$ cat config.mk
export PLATFORM = sky130hd
export DESIGN_NAME = mips_mdu
export DESIGN_NICKNAME = d
export VERILOG_FILES = /design/src/rtl/mips_mdu.sv
export SDC_FILE = /design/constraint.sdc
export NUM_CORES = 1
export LEC_CHECK = 0
export BUFFER_PORTS_ARGS = -buffer_cell sky130_fd_sc_hd__buf_2
export CAP_MARGIN = 5
export CORE_MARGIN = 4
export CORE_UTILIZATION = 40
export CTS_CLUSTER_SIZE = 40
export DETAILED_ROUTE_END_ITERATION = 10
export GPL_ROUTABILITY_DRIVEN = 0
export PLACE_DENSITY_LB_ADDON = 0.08
export SETUP_SLACK_MARGIN = 0.3
export SYNTH_ARGS = -nofsm -noshare
export SYNTH_HDL_FRONTEND = slang
export SYNTH_SLANG_ARGS = --single-unit
$ cat constraint.sdc
create_clock -name i_clk -period 6.11 [get_ports i_clk]
set_input_delay 0.611 -clock i_clk [delete_from_list [all_inputs] [get_ports i_clk]]
set_output_delay 0.611 -clock i_clk [all_outputs]
set_load 0.01 [all_outputs]
$ cat src/rtl/mips_mdu.sv
// Iterative MIPS HI/LO multiply/divide unit: 32-step shift-add multiply and restoring divide.
// Optional MIPS_MDU_FAST_MULT_EN replaces the multiply iterations with a single-cycle multiplier.
module mips_mdu #(
   parameter int DATA_W = 32
) (
   input  logic              i_clk,
   input  logic              i_rst,
   input  logic              i_start,
   input  logic [5:0]        i_op,
   input  logic [DATA_W-1:0] i_op1,
   input  logic [DATA_W-1:0] i_op2,
   output logic [DATA_W-1:0] o_hi,
   output logic [DATA_W-1:0] o_lo,
   output logic              o_busy,
   output logic              o_done
);

   localparam logic [5:0] OP_MULT  = 6'b011000;
   localparam logic [5:0] OP_MULTU = 6'b011001;
   localparam logic [5:0] OP_DIV   = 6'b011010;
   localparam logic [5:0] OP_DIVU  = 6'b011011;
   localparam logic [5:0] OP_MTHI  = 6'b010001;
   localparam logic [5:0] OP_MTLO  = 6'b010011;
   localparam logic [5:0] CNT_LAST = 6'(DATA_W - 1);

   typedef enum logic [1:0] {IDLE, CALC, FIX, DONE} state_t;

   state_t                   state, state_nxt;
   logic [5:0]               cnt;
   logic [DATA_W-1:0]        hi, lo;
   logic                     is_div, neg_q, neg_r, div_zero;
   logic [DATA_W-1:0]        opnd_b;
   logic [2*DATA_W-1:0]      acc;

   logic signed [DATA_W-1:0] op1_s, op2_s;
   logic                     op_signed, op_arith, accept, start_arith, fast_mul;
   logic [DATA_W:0]          mul_sum, div_shift, div_diff;
   logic [2*DATA_W-1:0]      mul_step, div_step, mag_p, mul_res;
   logic [DATA_W-1:0]        hi_fix, lo_fix;

   function automatic logic [DATA_W-1:0] magnitude(input logic signed [DATA_W-1:0] v,
                                                   input logic is_signed);
      return (is_signed && (v < 0)) ? -v : v;
   endfunction

   function automatic logic [DATA_W-1:0] cond_neg(input logic [DATA_W-1:0] v, input logic neg);
      return neg ? -v : v;
   endfunction

   function automatic logic [2*DATA_W-1:0] cond_neg_wide(input logic [2*DATA_W-1:0] v,
                                                         input logic neg);
      return neg ? -v : v;
   endfunction

   assign op1_s       = i_op1;
   assign op2_s       = i_op2;
   assign op_signed   = ~i_op[0];
   assign op_arith    = (i_op == OP_MULT) || (i_op == OP_MULTU) ||
                        (i_op == OP_DIV)  || (i_op == OP_DIVU);
   assign accept      = i_start && ((state == IDLE) || (state == DONE));
   assign start_arith = accept && op_arith;

`ifdef MIPS_MDU_FAST_MULT_EN
   assign fast_mul = ~i_op[1];
   assign mag_p    = is_div ? acc : ({{DATA_W{1'b0}}, opnd_b} * {{DATA_W{1'b0}}, acc[DATA_W-1:0]});
`else
   assign fast_mul = 1'b0;
   assign mag_p    = acc;
`endif

   // multiply step: acc = {partial product, remaining multiplier bits}
   assign mul_sum   = {1'b0, acc[2*DATA_W-1:DATA_W]} +
                      (acc[0] ? {1'b0, opnd_b} : {(DATA_W+1){1'b0}});
   assign mul_step  = {mul_sum, acc[DATA_W-1:1]};

   // divide step: acc = {partial remainder, dividend shifting into quotient}
   assign div_shift = {acc[2*DATA_W-1:DATA_W], acc[DATA_W-1]};
   assign div_diff  = div_shift - {1'b0, opnd_b};
   assign div_step  = div_diff[DATA_W] ? {div_shift[DATA_W-1:0], acc[DATA_W-2:0], 1'b0}
                                       : {div_diff[DATA_W-1:0],  acc[DATA_W-2:0], 1'b1};

   assign mul_res = cond_neg_wide(mag_p, neg_q);
   assign hi_fix  = is_div ? cond_neg(acc[2*DATA_W-1:DATA_W], neg_r) : mul_res[2*DATA_W-1:DATA_W];
   assign lo_fix  = is_div ? (div_zero ? {DATA_W{1'b1}} : cond_neg(acc[DATA_W-1:0], neg_q))
                           : mul_res[DATA_W-1:0];

   always_ff @(posedge i_clk) begin
      if (i_rst) state <= IDLE;
      else       state <= state_nxt;
   end

   always_comb begin
      state_nxt = state;
      o_busy    = 1'b0;
      o_done    = 1'b0;
      case (state)
         IDLE: begin
            if (start_arith) state_nxt = fast_mul ? FIX : CALC;
         end
         CALC: begin
            o_busy = 1'b1;
            if (cnt == CNT_LAST) state_nxt = FIX;
         end
         FIX: begin
            o_busy    = 1'b1;
            state_nxt = DONE;
         end
         DONE: begin
            o_done    = 1'b1;
            state_nxt = start_arith ? (fast_mul ? FIX : CALC) : IDLE;
         end
         default: state_nxt = IDLE;
      endcase
   end

   always_ff @(posedge i_clk) begin
      if (i_rst) begin
         hi       <= '0;
         lo       <= '0;
         cnt      <= '0;
         is_div   <= 1'b0;
         neg_q    <= 1'b0;
         neg_r    <= 1'b0;
         div_zero <= 1'b0;
      end else begin
         cnt <= (state == CALC) ? cnt + 6'd1 : 6'd0;
         if (accept && (i_op == OP_MTHI)) hi <= i_op1;
         if (accept && (i_op == OP_MTLO)) lo <= i_op1;
         if (start_arith) begin
            is_div   <= i_op[1];
            neg_q    <= op_signed & (i_op1[DATA_W-1] ^ i_op2[DATA_W-1]);
            neg_r    <= op_signed & i_op[1] & i_op1[DATA_W-1];
            div_zero <= i_op[1] & (i_op2 == '0);
         end
         if (state == FIX) begin
            hi <= hi_fix;
            lo <= lo_fix;
         end
      end
   end

   // operand latch on acceptance, then one iteration per CALC cycle
   always_ff @(posedge i_clk) begin
      if (start_arith) begin
         if (i_op[1]) begin
            opnd_b <= magnitude(op2_s, op_signed);
            acc    <= {{DATA_W{1'b0}}, magnitude(op1_s, op_signed)};
         end else begin
            opnd_b <= magnitude(op1_s, op_signed);
            acc    <= {{DATA_W{1'b0}}, magnitude(op2_s, op_signed)};
         end
      end else if (state == CALC) begin
         acc <= is_div ? div_step : mul_step;
      end
   end

   assign o_hi = hi;
   assign o_lo = lo;

endmodule

# [Yosys cells after proc, flatten, opt, wreduce, memory -nomap -nowiden]
# Index checks and enable logic that the tools add are counted.
[classes] add_sub_neg=8 n_lt_le_gt_ge=2 n_eq_ne=12 mux=25 bitwise_logic=7 n_reduce_logical=18
[ops] operator="$mux 32" n=14
[ops] operator="$mux 64" n=5
[ops] operator="$neg 32->32" n=4
[ops] operator="$lt 32x1->1 const B" n=2
[ops] operator="$neg 64->64" n=1
[ops] operator="$eq 6x5->1 const B" n=7
[ops] operator="$add 32x32->33" n=1
[ops] operator="$sub 33x32->33" n=1
[ops] operator="$logic_not 32->1" n=1
[ops] operator="$pmux 2 s4" n=1
[ops] operator="$add 6x1->6 const B" n=1
[ops] operator="$logic_and 1x1->1" n=6
[ops] operator="$reduce_bool 2->1" n=3
[ops] operator="$and 1x1->1" n=4
[ops] operator="$eq 2x2->1 const B" n=2
[ops] operator="$logic_or 1x1->1" n=4
[ops] operator="$mux 2" n=2
[ops] operator="$ne 2x2->1 const B" n=2
[ops] operator="$reduce_or 2->1" n=2
[ops] operator="$mux 1" n=3
[ops] operator="$eq 2x1->1 const B" n=1
[ops] operator="$logic_not 2->1" n=1
[ops] operator="$not 1->1" n=2
[ops] operator="$reduce_and 2->1" n=1
[ops] operator="$xor 1x1->1" n=1
[totals] ff_bits=172 inputBits=73 output_inout_bits=66

# [Logic depth before layout (Yosys ltp)]
[depth] ltp_word=7 depth_mapped=14

# [Least setup slack after synthesis]
# OpenSTA, ideal clock, no wires.
[synth_timing] path_kind="reg2reg" start="register state[1]" end="register acc[0], enable pin" setup_time_ps=695 arrival_time_ps=2757 required_ps=5415 setup_slack_ps=2657 path_stages_with_launch=9 path_cell_list="dfxtp_1 inv_1 ha_1 nor2_1 and4b_1 nand2_1 clkbuf_1 clkbuf_1 nand2b_1"
[synth_via] elab_chain_len=5 word_cells_on_any_way=7 classes_between="eq/ne: 2; reduce/logical: 5"
[synth_lines] element="start: declaration" line="28" text="state_t state, state_nxt;"
[synth_lines] element="start signal: assignment" line="89" text="else state <= state_nxt;"
[synth_lines] element="$eq 2x2->1 or $logic_not 2->1 (tied branches)" line="60" text="assign accept = i_start && ((state == IDLE) || (state == DONE));"
[synth_lines] element="$logic_or 1x1->1" line="60"
[synth_lines] element="$logic_and 1x1->1" line="60"
[synth_lines] element="$logic_and 1x1->1" line="61" text="assign start_arith = accept && op_arith;"
[synth_lines] element="$reduce_bool 2->1 (no line) (*)"
[synth_lines] element="end signal: assignment" line="147" text="acc <= {{DATA_W{1'b0}}, magnitude(op1_s, op_signed)};"
[synth_lines] element="end signal: assignment" line="150" text="acc <= {{DATA_W{1'b0}}, magnitude(op2_s, op_signed)};"
[synth_lines] element="end signal: assignment" line="153" text="acc <= is_div ? div_step : mul_step;"
[synth_lines] element="end: declaration" line="33" text="logic [2*DATA_W-1:0] acc;"
# Every way passes the cells marked *; elsewhere a longest branch is shown, timed or not.
# A chain may end at the register's enable or synchronous reset.

# [Worst setup path after layout]
[layout_timing] start="register acc[31]" end="register acc[63] (data pin)"
[layout_via] elab_chain_len=5
[layout_lines] element="$sub 33x32->33" line="78" text="assign div_diff = div_shift - {1'b0, opnd_b};"
[layout_lines] element="$mux 64" line="79" text="assign div_step = div_diff[DATA_W] ? {div_shift[DATA_W-1:0], acc[DATA_W-2:0], 1'b0}"
[layout_lines] element="$mux 64" line="153"
[layout_lines] element="$mux 64" line="152" text="end else if (state == CALC) begin"
[layout_lines] element="$mux 64" line="144" text="if (start_arith) begin"
# Every way passes these cells. The select of a mux whose other input is x is not followed.

==> impl_metrics.ini <==
[floorplanning]
die_width_microns = 201
dieArea_sq_um = 40300
chipHeight_microns = 201
core-area_sq_um = 36600
rows = 70
start_util = 0.406
io_pins = 139

[route]
route.detailed.drc = 0
vias = 14300
routed_wl_mm = 55.5
drt-wirelength-per-cell_microns = 23.5
first_pass_iters = 5
drt_iter0_markers = 1259
viasPerCell = 6.07
ant_nets = 0

[placed_design]
portBuffers = 138
post-dp-hpwl_mm = 42.6
postPlaceCellArea_sq_um = 15900

[timing]
post-route-period-util = 0.726
tightest_slew_ps = 1120
rsz0062_at_grt = false
slew_headroom = 0.252
fmax_mhz = 225
hold_viol = 0
fin_skew_ps = 11.1
maxSlewViolCount = 0
setup_viol = 0
tns_ps = 0
min_period_ps = 4440

[clock_tree]
clk_path_buf_depth = 2
clock_latency_ps = 460
cts_tree = done
cts_hold_buf = 0
clk_pin_slew_ps = 80
numCtsBuffers = 17
post_cts_resized = 0
clockRootBuffer = clkbuf_16
cts_setup_buffers = 0
htreeDepth = 4
cts.sinks = 172

[final_layout]
syn2layout_area_growth_pct = 10.8
multi_input_area_sq_um = 9840
fin_util = 0.450
fill_cells = 3684
seq_area_sq_um = 4410
nets = 2025
drive_gt1_frac = 0.115
antenna_cells = 0
fin_area_sq_um = 16500

[yosys]
ys_warn_count = 0
synth_cell_types = 70
synth_top_flop_cell = edfxtp_1
async_flop_share = 0
ys_seq_area_frac = 0.296
synth_edf_count = 96
syn-cell-area_sq_um = 14900
synth_area_per_cell_sq_um = 8.20
synth_nets = 1962
ys_ff_latch = 172
syn-instance-count = 1814

[critical_path]
cp_cell_sequence = inv_1 -> ha_1 -> fa_1 -> nand2b_1 -> a21oi_1 -> o21ai_0 -> o31a_1 -> o21ai_0 -> nand4_1 -> nand3_1 -> buf_4 -> nand2_1 -> o221a_2
crit_path_frequent_cell = o21ai_0
cp_max_fo = 22
worstPathArrival_ps = 4650
critical_path.max_stage_delay_ps = 490
end_kind = register
crit_type = register to register
cp_slowest_cell = nand3_1
crit_path_start_kind = register
crit_required_ps = 6320

[power_and_ir_drop]
ir_drop_uv = 199
p_leak_nw = 6.28
finalPower_w = 0.00545
p_per_area_nw_per_um2 = 331

[grt]
grt_start_max_net_pins = 98
grt_pass1_wl_mm = 83.6
grt-ovfl-total = 0
grt_pass1_vias = 13500
antenna_found_initial = 2
grt_usage = 0.265

[job]
max_cap_viol_count = 0

[run_status]
status = finished, final reports clean

[worst_hold_path]
min_path_type = register to register
power by group:
group / switching, W / leakage [nW] / internal (W)
combinational: 0.00152 / 4.50 / 0.000983
clock: 0.000549 / 0.292 / 0.000586
sequential: 0.000308 / 1.49 / 0.00151
total: 0.00238 / 6.28 / 0.00307
metal layers:
layer / part of all wire / vias to the layer above / track usage
li1: - / 6825 / -
met1: 0.44 / 6867 / 0.364
met2: 0.47 / 555 / 0.434
met3: 0.066 / 70 / 0.0459
met4: 0.022 / 4 / 0.0671
met5: 0.00049 / - / 0
critical path, delay by kind of cell, from the launching register on:
family	cells	cell delay (ps)
AO/OA/AOI/OAI	5	1480
flip-flops	1	420
AND/OR/NAND/NOR	4	1130
buffers and inverters	2	520
adder cells (fa/ha/maj)	2	630
stage by stage:
step	hold WS, ps	setup slack (ps)	std cells
finish	451	1670	2358
detailed placement	440	1750	2326
floorplan	413	2660	1814
global route	490	1380	2358
CTS	457	1710	2358
global placement	428	1820	2326
cells in the mapped netlist (10+ instances only):
master,instances,area share
nand2_1,126,0.032
nand4_1,16,0.0067
mux2i_1,102,0.069
o22ai_1,22,0.0093
nor2_1,174,0.044
o41ai_1,11,0.0065
xnor2_1,98,0.058
or4_1,10,0.0050
edfxtp_1,96,0.19
nor3_1,39,0.013
xor2_1,80,0.047
nor4_1,22,0.0093
o21a_1,14,0.0071
nor2b_1,65,0.027
clkbuf_1,94,0.024
nand3_1,32,0.011
o31ai_1,24,0.012
dfxtp_1,76,0.10
inv_1,69,0.017
a21oi_1,153,0.051
a211oi_1,114,0.058
a31oi_1,20,0.0084
buf_1,12,0.0030
o21ai_0,106,0.036
nand2b_1,18,0.0076
a21o_1,14,0.0071
or3_1,17,0.0071
ha_1,73,0.061
cells in the final DEF, fill, tap and decap left out, types with 6 or more instances in the layout:
cell | synthesis | layout
a211o_1 | 6 | 6
a211oi_1 | 114 | 114
a21o_1 | 14 | 14
a21oi_1 | 153 | 153
a31oi_1 | 20 | 20
and3_1 | 8 | 8
buf_2 | 3 | 137
buf_4 | 0 | 16
clkbuf_16 | 0 | 19
dfxtp_1 | 76 | 75
edfxtp_1 | 96 | 96
ha_1 | 73 | 72
inv_1 | 69 | 68
inv_6 | 0 | 6
mux2_2 | 6 | 6
mux2i_1 | 102 | 102
nand2_1 | 126 | 125
nand2b_1 | 18 | 17
nand3_1 | 32 | 32
nand4_1 | 16 | 16
nor2_1 | 174 | 174
nor2b_1 | 65 | 65
nor3_1 | 39 | 39
nor4_1 | 22 | 22
o211ai_1 | 8 | 8
o21a_1 | 14 | 14
o21ai_0 | 106 | 106
o22ai_1 | 22 | 22
o31a_1 | 8 | 8
o31ai_1 | 24 | 24
o41ai_1 | 11 | 11
or2_2 | 8 | 8
or3_1 | 17 | 17
or4_1 | 10 | 10
xnor2_1 | 98 | 98
xor2_1 | 80 | 80
sequential cells by signal, summed over array words and instances (netlist names), 2 cells and up:
| name | cells |
|---|---|
| o_hi | 32 |
| acc | 64 |
| cnt | 6 |
| state | 2 |
| o_lo | 32 |
| opnd_b | 32 |
path summary, 6_finish.rpt:
kind | slack, ps | depth (start not counted) | endpoint | start
hold / removal | 450 | 1 | cnt[0] | cnt[0]
hold reg to reg | 450 | 1 | cnt[0] | cnt[0]
setup / recovery | 1670 | 13 | acc[63] | acc[31]
setup reg to reg | 1670 | 13 | acc[63] | acc[31]
kinds of logic (layout without fill, tap and decap cells):
kind of cell             Yosys count  count (layout)  share of synthesized area
AND/OR/NAND/NOR                  561             561                      0.185
AO/OA/AOI/OAI                    542             542                      0.232
XOR/XNOR                         178             178                      0.105
buffers and inverters            178             254                     0.0452
flip-flops                       172             172                      0.296
multiplexers                     108             108                     0.0732
adder cells (fa/ha/maj)           75              75                     0.0641
area by class of cell:
| type | instances | share of cell area |
|---|---|---|
| Clock buffer | 19 | 0.0288 |
| Clock inverter | 13 | 0.00691 |
| Inverter | 69 | 0.0157 |
| Multi-Input combinational cell | 1464 | 0.597 |
| Sequential cell | 172 | 0.267 |
| Tap cell | 468 | 0.0355 |
| Timing Repair Buffer | 153 | 0.0489 |
Note: power is estimated with default switching activity, not from simulation.
